File: src/rtl/vnu_pkg.sv
// Shared types and helpers for the variable-node frame sequencer:
// FSM state encoding, accumulator sizing and sign-magnitude conversion.
package vnu_pkg;

  typedef enum logic [1:0] {
    IDLE,
    ACCUM,
    EMIT
  } vnu_state_t;

  // Signed accumulator width holding (deg+1) full-scale messages.
  function automatic int unsigned acc_width(input int unsigned dw, input int unsigned deg);
    return dw + $clog2(deg + 1);
  endfunction

  // Message index width for a given column weight.
  function automatic int unsigned idx_width(input int unsigned deg);
    return (deg > 1) ? $clog2(deg) : 1;
  endfunction

  // Largest magnitude representable in a dw-bit sign-magnitude word.
  function automatic int sat_max(input int unsigned dw);
    return (1 << (dw - 1)) - 1;
  endfunction

  // Sign-magnitude to two's complement; negative zero maps to 0.
  function automatic int tc_ext(input logic [31:0] sm, input int unsigned dw);
    int mag;
    mag = int'(sm) & sat_max(dw);
    return sm[dw - 1] ? -mag : mag;
  endfunction

  // Symmetric clamp to +/-(2^(dw-1)-1).
  function automatic int sat_sym(input int v, input int unsigned dw);
    if (v > sat_max(dw)) return sat_max(dw);
    if (v < -sat_max(dw)) return -sat_max(dw);
    return v;
  endfunction

  // Two's complement to sign-magnitude; zero is always positive zero.
  function automatic logic [31:0] sm_from_tc(input int v, input int unsigned dw);
    if (v < 0) return (32'd1 << (dw - 1)) | 32'(-v);
    return 32'(v);
  endfunction

endpackage

File: src/rtl/vnu_msg_buffer.sv
// Per-frame store of the incoming check messages (two's complement),
// one write port and one combinational read index, cleared on reset.
module vnu_msg_buffer #(
  parameter int unsigned DEPTH     = 3,
  parameter int unsigned WIDTH     = 7,
  parameter int unsigned IDX_WIDTH = 2
) (
  input  logic                 clk,
  input  logic                 rst_n,
  input  logic                 wr_en,
  input  logic [IDX_WIDTH-1:0] wr_idx,
  input  logic [WIDTH-1:0]     wr_data,
  input  logic [IDX_WIDTH-1:0] rd_idx,
  output logic [WIDTH-1:0]     rd_data
);

  logic [WIDTH-1:0] mem [DEPTH];

  // Register file write with asynchronous clear.
  always_ff @(posedge clk or negedge rst_n) begin
    if (!rst_n) begin
      for (int unsigned i = 0; i < DEPTH; i++) begin
        mem[i] <= '0;
      end
    end else if (wr_en) begin
      mem[wr_idx] <= wr_data;
    end
  end

  // Combinational read of the selected entry.
  always_comb begin
    rd_data = mem[rd_idx];
  end

endmodule

File: src/rtl/vnu_frame_sequencer.sv
// Variable-node update sequencer: takes one channel LLR and DEGREE check
// messages per frame, then emits DEGREE extrinsic messages plus a hard
// decision. Optional macro VNU_SAT_CNT_EN adds a saturation event counter.
module vnu_frame_sequencer
  import vnu_pkg::*;
#(
  parameter int unsigned DATA_WIDTH = 5,
  parameter int unsigned DEGREE     = 3
) (
  input  logic                  clk,
  input  logic                  rst_n,
  input  logic                  llr_valid,
  output logic                  llr_ready,
  input  logic [DATA_WIDTH-1:0] llr_data,
  input  logic                  in_valid,
  output logic                  in_ready,
  input  logic [DATA_WIDTH-1:0] in_data,
  output logic                  out_valid,
  input  logic                  out_ready,
  output logic [DATA_WIDTH-1:0] out_data,
  output logic                  out_last,
`ifdef VNU_SAT_CNT_EN
  output logic [15:0]           sat_count,
`endif
  output logic                  hard_dec
);

  localparam int unsigned ACC_WIDTH = acc_width(DATA_WIDTH, DEGREE);
  localparam int unsigned IDX_WIDTH = idx_width(DEGREE);

  vnu_state_t state, state_next;

  logic signed [ACC_WIDTH-1:0] acc;
  logic signed [ACC_WIDTH-1:0] llr_tc;
  logic signed [ACC_WIDTH-1:0] in_tc;
  logic signed [ACC_WIDTH-1:0] buf_rd;
  logic signed [31:0]          diff;
  logic [IDX_WIDTH-1:0]        idx;
  logic                        live;
  logic                        last_idx;
  logic                        llr_fire;
  logic                        in_fire;
  logic                        out_fire;

  assign llr_tc   = ACC_WIDTH'(tc_ext(32'(llr_data), DATA_WIDTH));
  assign in_tc    = ACC_WIDTH'(tc_ext(32'(in_data), DATA_WIDTH));
  assign diff     = 32'(acc) - 32'(buf_rd);
  assign last_idx = (idx == IDX_WIDTH'(DEGREE - 1));
  assign llr_fire = llr_valid && llr_ready;
  assign in_fire  = in_valid && in_ready;
  assign out_fire = out_valid && out_ready;

  vnu_msg_buffer #(
    .DEPTH     (DEGREE),
    .WIDTH     (ACC_WIDTH),
    .IDX_WIDTH (IDX_WIDTH)
  ) u_msg_buffer (
    .clk     (clk),
    .rst_n   (rst_n),
    .wr_en   (in_fire),
    .wr_idx  (idx),
    .wr_data (in_tc),
    .rd_idx  (idx),
    .rd_data (buf_rd)
  );

  // State register.
  always_ff @(posedge clk or negedge rst_n) begin
    if (!rst_n) state <= IDLE;
    else        state <= state_next;
  end

  // Next-state logic.
  always_comb begin
    state_next = state;
    unique case (state)
      IDLE:    if (llr_fire)             state_next = ACCUM;
      ACCUM:   if (in_fire && last_idx)  state_next = EMIT;
      EMIT:    if (out_fire && last_idx) state_next = IDLE;
      default: state_next = IDLE;
    endcase
  end

  // Output decode from registered state, accumulator and buffer only.
  always_comb begin
    llr_ready = 1'b0;
    in_ready  = 1'b0;
    out_valid = 1'b0;
    out_data  = '0;
    out_last  = 1'b0;
    hard_dec  = 1'b0;
    unique case (state)
      IDLE:  llr_ready = live;
      ACCUM: in_ready  = 1'b1;
      EMIT: begin
        out_valid = 1'b1;
        out_data  = DATA_WIDTH'(sm_from_tc(sat_sym(diff, DATA_WIDTH), DATA_WIDTH));
        out_last  = last_idx;
        hard_dec  = acc[ACC_WIDTH-1];
      end
      default: ;
    endcase
  end

  // Accumulator, message index and post-reset ready qualifier.
  always_ff @(posedge clk or negedge rst_n) begin
    if (!rst_n) begin
      acc  <= '0;
      idx  <= '0;
      live <= 1'b0;
    end else begin
      live <= 1'b1;
      if (llr_fire) begin
        acc <= llr_tc;
        idx <= '0;
      end else if (in_fire) begin
        acc <= acc + in_tc;
        idx <= last_idx ? '0 : idx + 1'b1;
      end else if (out_fire) begin
        idx <= last_idx ? '0 : idx + 1'b1;
      end
    end
  end

`ifdef VNU_SAT_CNT_EN
  // Count accepted extrinsics that needed clamping; sticks at all-ones.
  always_ff @(posedge clk or negedge rst_n) begin
    if (!rst_n) begin
      sat_count <= '0;
    end else if (out_fire && (sat_sym(diff, DATA_WIDTH) != diff) && (sat_count != '1)) begin
      sat_count <= sat_count + 16'd1;
    end
  end
`endif

endmodule
File: config.mk
export PLATFORM = sky130hd
export DESIGN_NAME = vnu_frame_sequencer
export DESIGN_NICKNAME = d
export VERILOG_FILES = /design/src/rtl/vnu_pkg.sv /design/src/rtl/vnu_msg_buffer.sv /design/src/rtl/vnu_frame_sequencer.sv
export SDC_FILE = /design/constraint.sdc
export NUM_CORES = 1
export LEC_CHECK = 0
export ABC_AREA = 1
export CORE_MARGIN = 2
export CORE_UTILIZATION = 62
export CTS_BUF_LIST = sky130_fd_sc_hd__clkbuf_16
export DETAILED_ROUTE_END_ITERATION = 16
export GPL_TIMING_DRIVEN = 0
export PLACE_DENSITY = 0.87
export SKIP_LAST_GASP = 1
export SLEW_MARGIN = 10
export SYNTH_ARGS = -nofsm -noshare
export SYNTH_HDL_FRONTEND = slang
export SYNTH_HIERARCHICAL = 1
export SYNTH_SLANG_ARGS = --single-unit
File: constraint.sdc
create_clock -name clk -period 12.1 [get_ports clk]
set_clock_uncertainty 0.2 [all_clocks]
set_input_delay 3.025 -clock clk [delete_from_list [all_inputs] [get_ports clk]]
set_output_delay 3.025 -clock clk [all_outputs]
set_load 0.01 [all_outputs]
==> metrics.md <==
| Metric | Value |
|---|---|
| Maximum VDD drop | 0.160 mV |
| DRC viols | 0 |
| Via count | approximately 2,500 |
| Die Y | between 60 and 70 um |
| Clock network power share | 0.145 |
| Routed WL per cell | between 10 and 15 um |
| Syn Inst Count | 369 |
| Number of enable flip-flop cells after synthesis | 0 |
| Max stage delay on crit path | between 400 and 500 ps |
| Die Footprint | ~0.0046 mm2 |
| Status | complete, no violations |
| Clock slew at reported path FFs | 50 ps |
| CTS tree | yes |
| Mapped Area | 0.00254 mm2 |
| Ys Warns | 6 |
| Worst R2R Start | acc[0]$_DFFE_PN0P_ |
| Worst Hold Class | register to register |
| Req. time, crit path | 8880 ps |
| Root Buffer | clkbuf_16 |
| WHS | ~270 ps |
| Post-synth top cells | nand2_1, inv_1, dfrtp_1 |
| Final cycle utilization of the critical path | 0.603 |
| Core Area | just under 0.004 mm2 |
| # clock sinks | 33 |
| Post-CTS setup buffer count | 0 |
| Async set-or-reset flop fraction in the synthesized netlist | 1.00 |
| Cell Chain, Critical Path | inv_1, nor2_1, nand2_1, nand2_1, ha_1, inv_1, fa_1, xnor2_1, nand2_1, nor2_1, nand2_1, nand3_1, o21ai_2, and3_2, ha_1, or2_2, o21ai_0, a21oi_1, clkdlybuf4s50_1 |
| CTS resizes | 0 |
| Diodes inserted | 0 |
| Final Max Slew Viols | 0 |
| Layout cell share with drive strength beyond 1 | 0.0673 |
| Worst slack at placement | 5110 ps |
| 1st-iter DRT viols | ~190 |
| Cell Int Power | 497 uW |
| Filler Cells Inserted | between 300 and 400 |
| Switching power | between 400 and 500 uW |
| Worst setup EP type | primary output |
| Min-Delay Startpoint | u_msg_buffer/mem[6]$_DFFE_PN0P_ |
| Die X | approximately 70 um |
| Synth Net Count | slightly above 400 |
| Share of the synthesized area in the top cell type | 0.325 |
| Combinational group share of total power | 0.649 |
| Crit path time final | 7300 ps |
| Critical path arrival | 4080 ps |
| DP Area | 0.00284 mm2 |
| Slew HR | 0.307 |
| Port bufs | 24 |
| FF-to-FF path depth | 11 |
| Max cap viols | 0 |
| Critical path class | register to primary output |
| Vias in the first global route | around 2,200 |
| Clk buf depth | 2 |
| Clk_lat worst skew | 280 ps |
| Hold endpoint | u_msg_buffer/mem[6]$_DFFE_PN0P_ |
| Peak Freq | ~140 MHz |
| Dominant cell type by area after synthesis | dfrtp_1 |
| R2R Setup Slk | between 9000 and 10,000 ps |
| Hpwl dp | roughly 4.3 mm |
| Fin worst setup slack | between 4000 and 5000 ps |
| Synthesized flop and latch total | 33 |
| DRT Pass-1 Iters | 5 |
| Worst path most repeated cell | nand2_1 |
| PD cells | around 320 mW/mm2 |
| Switching part of the total power | 0.488 |
| Seq pwr share | 0.206 |
| Total GRT Usage | 0.292 |
| Critical path launch point type | register |
| Distinct cell type count after synthesis | 35 |
| Design area | 0.00300 mm2 |
| # nets final | ~430 |
| Detailed-route wire length | 5.92 mm |
| CP max stage cell | clkdlybuf4s50_1 |
| Antenna viol nets, final | 0 |
| Leakage | approximately 0.0017 uW |
| Pin count of the biggest net entering global routing | 34 |
| Most frequent cell after synthesis | nand2_1 |
| Area growth syn-to-layout | 18.1% |
| Sum of negative setup slack | 0 ps |
| Gr ovfl total | 0 |
| Io pins | 25 |
| Critical Path Fanout Max | 8 |
| Main synth FF type | dfrtp_1 |
| Syn Area/Cell | ~6.9 um2 |
| RD Place Congestion | around 0.82 |
| Final Hold Viols | 0 |
| Hold path depth | 2 |
| Initial Util | 0.640 |
| Top cells by area, synth | dfrtp_1, nand2_1, inv_1, ha_1, nand3_1 |
| Antenna violations before repair | 0 |
| FF-to-FF End | acc[6]$_DFFE_PN0P_ |
| Worst-margin pin slew | 1030 ps |
| Register area share after synthesis | 0.325 |
| Hold-fix buffers, CTS | 0 |
| H-tree levels | 2 |
| RSZ-0062 raised after global routing | false |
| Setup violations, final | 0 |
| First-pass GRT wire length | 9.96 mm |
| Row Count | 23 |
| Via density | approximately 5.6 |
| Total CTS buffers | 5 |
-- critical path: cells and delay by family (launching register included) --
kind,cells,cell delay [ps]
AO/OA/AOI/OAI,3,320
flip-flops,1,430
XOR/XNOR,1,220
adder cells (fa/ha/maj),3,720
AND/OR/NAND/NOR,9,1430
buffers and inverters,3,690
-- power groups by stage --
stage	clock [uW]	combinational, uW	sequential (uW)
after global placement	0	602	198
after detailed placement	0	620	200
after floorplan	0	504	187
after CTS	142	629	199
final	141	631	201
after global routing	145	724	206
-- layer usage --
layer / track usage / part of all wire / wire length [um] / vias to the layer above
met5: 0 / 0 / 0 / -
met4: 0.145 / 0.021 / 127 / 0
met3: 0.0313 / 0.069 / 407 / 14
met2: 0.461 / 0.47 / 2760 / 109
met1: 0.399 / 0.44 / 2620 / 1158
li1: - / - / - / 1234
-- layout make-up --
| cell class | instances | area, um2 | share of cell area |
|---|---|---|---|
| multi-input combinational | 262 | 1410 | 0.470 |
| sequential | 33 | 826 | 0.275 |
| clock buffer | 5 | 125 | 0.0417 |
| buffer | 6 | 48.8 | 0.0162 |
| tap | 50 | 62.6 | 0.0208 |
| inverter | 68 | 255 | 0.0850 |
| clock inverter | 3 | 37.5 | 0.0125 |
| timing repair buffer | 24 | 235 | 0.0783 |
-- placed cells by master, fill, tap and decap left out, types with 2 or more instances in the layout --
cell	count
xor2_1	4
fa_1	2
nand4_1	17
clkbuf_16	5
xnor2_1	3
dfrtp_1	33
nand2_1	123
nor2_1	19
ha_1	17
nand2_2	2
o21ai_0	16
or2_2	4
a31oi_1	4
a21oi_1	10
inv_1	65
clkinv_1	2
inv_2	3
buf_6	3
clkdlybuf4s50_1	23
buf_2	4
nand3_1	25
-- through the flow --
stage / util / total power [uW] / instances
3_3_place_gp: 0.716 / 800 / 443
3_5_place_dp: 0.715 / 820 / 443
6_report: 0.756 / 972 / 451
2_1_floorplan: - / 691 / 369
4_1_cts: 0.756 / 970 / 451
5_1_grt: 0.756 / 1070 / 451
-- flip-flops by register name (all words and copies together), names as in the netlist --
signal            flops
u_msg_buffer/mem     21
acc                   7
idx                   2
state                 2
live                  1
-- worst max-delay path by stage --
| stage | start | endpoint | slack, ps | cells past startpoint |
|---|---|---|---|---|
| after floorplan | idx[0]$_DFFE_PN0P_ | out_data[2] | 5900 | 17 |
| after global placement | idx[1]$_DFFE_PN0P_ | out_data[2] | 5160 | 18 |
| after detailed placement | idx[1]$_DFFE_PN0P_ | out_data[2] | 5110 | 19 |
| after CTS | idx[1]$_DFFE_PN0P_ | out_data[2] | 4800 | 19 |
| after global routing | idx[1]$_DFFE_PN0P_ | out_data[2] | 4410 | 20 |
| final | idx[1]$_DFFE_PN0P_ | out_data[2] | 4800 | 19 |
-- kinds of logic after synthesis --
kind of cell,share of synthesized area
other cells,0.00147
simple gates,0.338
xor+xnor,0.0241
fa+ha+maj,0.0994
compound gates,0.0925
flops,0.325
buf+inv,0.120
Note: power is estimated with default switching activity, not from simulation.
